==> config.mk <==
export PLATFORM = sky130hd
export DESIGN_NAME = countdown_delay_meter
export DESIGN_NICKNAME = d
export VERILOG_FILES = /design/src/rtl/countdown_delay_meter.sv
export SDC_FILE = /design/constraint.sdc
export NUM_CORES = 1
export LEC_CHECK = 0
export CORE_ASPECT_RATIO = 0.8
export CORE_UTILIZATION = 50
export CTS_BUF_LIST = sky130_fd_sc_hd__clkbuf_8
export CTS_CLUSTER_DIAMETER = 50
export DETAILED_ROUTE_END_ITERATION = 12
export PLACE_DENSITY = 0.68
export SETUP_SLACK_MARGIN = 0.15
export SYNTH_ARGS = -nofsm -noshare
export SYNTH_HDL_FRONTEND = slang
export SYNTH_SLANG_ARGS = --single-unit
==> constraint.sdc <==
create_clock -name clk -period 4.1 [get_ports clk]
set_input_delay 1.23 -clock clk [delete_from_list [all_inputs] [get_ports clk]]
set_output_delay 1.23 -clock clk [all_outputs]
set_load 0.05 [all_outputs]
==> src/rtl/countdown_delay_meter.sv <==
// Measures clk cycles from a din rising edge to the following dout rising edge
// and hands the result out through a valid/ready register.
// Optional build macro COUNTDOWN_METER_SYNC_EN adds 2-flop input synchronizers.
module countdown_delay_meter #(
    parameter int          CNT_W   = 16,
    parameter int unsigned TIMEOUT = 16'hFFFF
) (
    input  logic             clk,
    input  logic             rst,
    input  logic             din,
    input  logic             sin,
    input  logic             dout,
    input  logic             out_ready,
    input  logic             clr_overrun,
    output logic             out_valid,
    output logic [CNT_W-1:0] meas_cycles,
    output logic             meas_sign,
    output logic             meas_timeout,
    output logic             overrun,
    output logic             busy
);

    localparam logic [CNT_W-1:0] TIMEOUT_V = CNT_W'(TIMEOUT);

    typedef enum logic [1:0] {
        IDLE  = 2'd0,
        COUNT = 2'd1,
        EMIT  = 2'd2
    } state_t;

    state_t state;
    state_t state_next;

    logic din_s;
    logic dout_s;
    logic in_primed;

`ifdef COUNTDOWN_METER_SYNC_EN
    logic [1:0] din_sync;
    logic [1:0] dout_sync;
    logic [1:0] primed;

    // in_primed marks the point where the synchronizer outputs reflect real input
    always_ff @(posedge clk) begin
        if (rst) begin
            din_sync  <= 2'b00;
            dout_sync <= 2'b00;
            primed    <= 2'b00;
        end else begin
            din_sync  <= {din_sync[0], din};
            dout_sync <= {dout_sync[0], dout};
            primed    <= {primed[0], 1'b1};
        end
    end

    assign din_s     = din_sync[1];
    assign dout_s    = dout_sync[1];
    assign in_primed = primed[1];
`else
    assign din_s     = din;
    assign dout_s    = dout;
    assign in_primed = 1'b1;
`endif

    logic din_prev;
    logic dout_prev;
    logic din_armed;
    logic din_rise;
    logic dout_rise;

    // din must be seen low after reset before a rise can start a measurement
    always_ff @(posedge clk) begin
        if (rst) begin
            din_prev  <= 1'b0;
            dout_prev <= 1'b0;
            din_armed <= 1'b0;
        end else begin
            din_prev  <= din_s;
            dout_prev <= dout_s;
            if (in_primed && !din_s) begin
                din_armed <= 1'b1;
            end
        end
    end

    assign din_rise  = din_s & ~din_prev & din_armed;
    assign dout_rise = dout_s & ~dout_prev;

    logic [CNT_W-1:0] counter;
    logic [CNT_W-1:0] cnt_inc;
    logic             sign_reg;
    logic [CNT_W-1:0] stop_val;
    logic             stop_to;
    logic             start;
    logic             dout_stop;
    logic             to_stop;
    logic             emit;

    assign cnt_inc = counter + 1'b1;

    always_ff @(posedge clk) begin
        if (rst) begin
            state <= IDLE;
        end else begin
            state <= state_next;
        end
    end

    always_comb begin
        state_next = state;
        case (state)
            IDLE:    if (din_rise) state_next = COUNT;
            COUNT:   if (dout_stop || to_stop) state_next = EMIT;
            EMIT:    state_next = IDLE;
            default: state_next = IDLE;
        endcase
    end

    // dout wins over timeout when both land in the same COUNT cycle
    always_comb begin
        busy      = (state == COUNT);
        emit      = (state == EMIT);
        start     = (state == IDLE) && din_rise;
        dout_stop = (state == COUNT) && dout_rise;
        to_stop   = (state == COUNT) && !dout_rise && (cnt_inc == TIMEOUT_V);
    end

    always_ff @(posedge clk) begin
        if (rst) begin
            counter  <= '0;
            sign_reg <= 1'b0;
            stop_val <= '0;
            stop_to  <= 1'b0;
        end else begin
            if (start) begin
                counter  <= '0;
                sign_reg <= sin;
            end else if (busy && counter != TIMEOUT_V) begin
                counter <= cnt_inc;
            end
            if (dout_stop) begin
                stop_val <= cnt_inc;
                stop_to  <= 1'b0;
            end else if (to_stop) begin
                stop_val <= TIMEOUT_V;
                stop_to  <= 1'b1;
            end
        end
    end

    // A result is only accepted when the register is empty or draining this cycle
    always_ff @(posedge clk) begin
        if (rst) begin
            out_valid    <= 1'b0;
            meas_cycles  <= '0;
            meas_sign    <= 1'b0;
            meas_timeout <= 1'b0;
            overrun      <= 1'b0;
        end else begin
            if (emit && (!out_valid || out_ready)) begin
                out_valid    <= 1'b1;
                meas_cycles  <= stop_val;
                meas_sign    <= sign_reg;
                meas_timeout <= stop_to;
            end else if (out_valid && out_ready) begin
                out_valid <= 1'b0;
            end
            if (emit && out_valid && !out_ready) begin
                overrun <= 1'b1;
            end else if (clr_overrun) begin
                overrun <= 1'b0;
            end
        end
    end

endmodule

==> metrics.md <==
| Metric | Value |
|---|---|
| CP arrival | 1.94 ns |
| Gpl congestion | between 0.8 and 0.9 |
| Cells after Synth | 334 |
| Synth top area share | 43.0% |
| Violated checks | design-rule violations |
| Synth Warn # | 0 |
| Synthesis-stage register bit count | a little under 60 |
| Initial core utilization | ~53% |
| Syn Area/Cell | 8.23 um^2 |
| CP Launch Type | flop |
| Worst hold-check path type | reg2reg |
| DR WL/cell | 14.1 um |
| Synth Cell Area | 2750 um^2 |
| Power per standard cell area | 363 nW/um^2 |
| Actual slew at the worst max-slew pin | 0.872 ns |
| Clk_skew | a little under 0.009 ns |
| Most frequent cells in the layout | 59 x dfxtp_1, 52 x nand2_1, 49 x nor2_1 |
| Post-synth EDFFs | 0 |
| Final std cells w/o fill | between 400 and 500 |
| Post-CTS Setup Bufs | 0 |
| CTS H-tree depth | 3 |
| Pre-CTS WS | 0.780 ns |
| P&R area growth vs syn | 16.1% |
| Tcrit/Tclk final | just under 80% |
| Setup CP Type | reg2out |
| CTS tree | yes |
| Pleak | 1.12 nW |
| Req. time, crit path | 2.87 ns |
| Worst Reg-to-Reg Cells | 7 |
| Largest regs | counter: 16 flops, meas_cycles: 16 flops, stop_val: 16 flops |
| DP Wirelength | 4060 um |
| Routed WL | 5890 um |
| Largest net degree at the start of global routing | 44 |
| Die H | 68.3 um |
| Vias after detailed routing | 2295 |
| Drt drc | 1 |
| Total die area | 5800 um^2 |
| Commonest non-fill, non-tap cell in the layout | dfxtp_1 |
| CP max FO | 8 |
| Clock Tree Buf Depth | 2 |
| Clock latency at the later pin of the worst-skew pair | 0.35 ns |
| GRT overflow | 0 |
| Min cycle time layout | 3.17 ns |
| Reg2Reg Setup Slack | 1.23 ns |
| Dominant cell type by area after synthesis | dfxtp_1 |
| N_diodes | 0 |
| Final Max Tran Viols | 0 |
| Top Ports | 28 |
| First-pass GRT wire length | 9540 um |
| Clock Root Buffer | clkbuf_8 |
| TritonCTS Buffers | 9 |
| DR pass1 iterations | 8 |
| Status | complete, but fails checks |
| Share of cells above drive strength 1 | 9.01% |
| Final nets | about 360 |
| Hold_buf cts | 0 |
| Total GRT Usage | 21.9% |
| Main synth FF type | dfxtp_1 |
| Synth area leaders | dfxtp_1 43%, nand2_1 7.1%, nor2_1 6.7% |
| Core region area | 5150 um^2 |
| Setup_tns | 0 ns |
| Rows | 23 |
| Final hold viol count | 0 |
| Setup ws final | 0.927 ns |
| IO Port Bufs | 27 |
| Post-DRT Antenna Nets | 0 |
| Syn nets | 343 |
| Placed cells | 401 |
| Slew headroom | 41.6% |
| Max Cap Viol | 0 |
| RSZ-0062 raised after global routing | false |
| Vias in the first global route | 1995 |
| Async SR Flop Fraction | 0% |
| Endpoints failing setup | 0 |
| Sequential fraction of the synthesis area | between 40% and 50% |
| Sink Count | 59 |
| CP Capture Type | output pin |
| Hold Crit Depth | 2 |
| Initial antenna violation count | 0 |
| Drt via density | 5.50 |
| Clock slew at reported path FFs | 0.07 ns |
| Max Clk Rate | 315 MHz |
| DRT iter0 DRCs | 135 |
| Chip width | 84.9 um |
| VDD IR max | ~0.23 mV |
| Count of cell types in the netlist | 44 |
| # resized after CTS | 0 |
==> metrics by stage <==
stage	utilization, %	power [W]	cell area (um^2)	hold slack [ns]
3_5_place_dp	58.2	0.000652	3000	0.443
6_report	61.9	0.00116	3190	0.449
4_1_cts	61.9	0.00117	3190	0.453
3_3_place_gp	58.2	0.000652	3000	0.438
5_1_grt	61.9	0.00120	3190	0.469
2_1_floorplan	-	0.000635	2750	0.426
==> cells in the mapped netlist (2+ instances only) <==
cell type and n:
nor2_1 49, buf_4 2, nor2b_1 7, a21oi_1 29, a311oi_1 3, a21o_1 2, o22ai_1 2, xnor2_1 13
nor3_1 5, nand4_1 6, nor4_1 7, or3_1 2, buf_2 5, clkbuf_1 13, and3_1 2, nand2b_1 4
buf_1 2, dfxtp_1 59, xor2_1 13, a31oi_1 4, nand3_1 5, inv_1 11, o21ai_0 2, nor4b_1 2
a211oi_2 7, nand2_1 52, a221oi_1 2, a211oi_1 7, ha_1 2
==> path summary, 6_finish.rpt <==
| kind | start | to |
|---|---|---|
| hold reg to reg | din_armed | din_armed |
| hold / removal | din_armed | din_armed |
| setup / recovery | state[1] | busy |
| setup reg to reg | counter[0] | stop_val[1] |
==> layer usage <==
| layer | wire, um | track usage (%) | share of wire, % | up-vias |
|---|---|---|---|---|
| li1 | - | - | - | 1161 |
| met1 | 2890 | 29.7 | 49 | 1070 |
| met2 | 2610 | 32.6 | 44 | 54 |
| met3 | 313 | 7.36 | 5.3 | 10 |
| met4 | 78 | 7.84 | 1.3 | 0 |
| met5 | 0 | 0 | 0 | - |
==> cell families (layout without fill, tap and decap cells) <==
group / count (synthesis) / after routing / synth area share, %
mux: 1 / 1 / 0.364
fa+ha+maj: 2 / 2 / 0.911
xor+xnor: 26 / 26 / 8.29
flops: 59 / 59 / 43.0
buf+inv: 35 / 56 / 5.60
compound gates: 61 / 61 / 15.3
simple gates: 150 / 150 / 26.6
==> critical path: stages, from the launching register on <==
cell	delay (ns)
dfxtp_1	0.34
nand2b_1	0.28
inv_1	0.16
clkdlybuf4s50_1	0.82
==> power by group <==
group          switching (W)  total (W)  internal, W
logic              0.0000320  0.0000512    0.0000192
clock network       0.000243   0.000520     0.000278
registers         0.00000602   0.000588     0.000582
total               0.000281    0.00116     0.000878
==> layout make-up <==
type,count,area (um^2)
Fill cell,467,1960
Multi-Input combinational cell,240,1410
Sequential cell,59,1180
Timing Repair Buffer,29,285
Clock buffer,9,124
Tap cell,62,77.6
Clock inverter,7,68.8
Inverter,11,41.3
No activity file was read; power rests on OpenSTA's default activity.
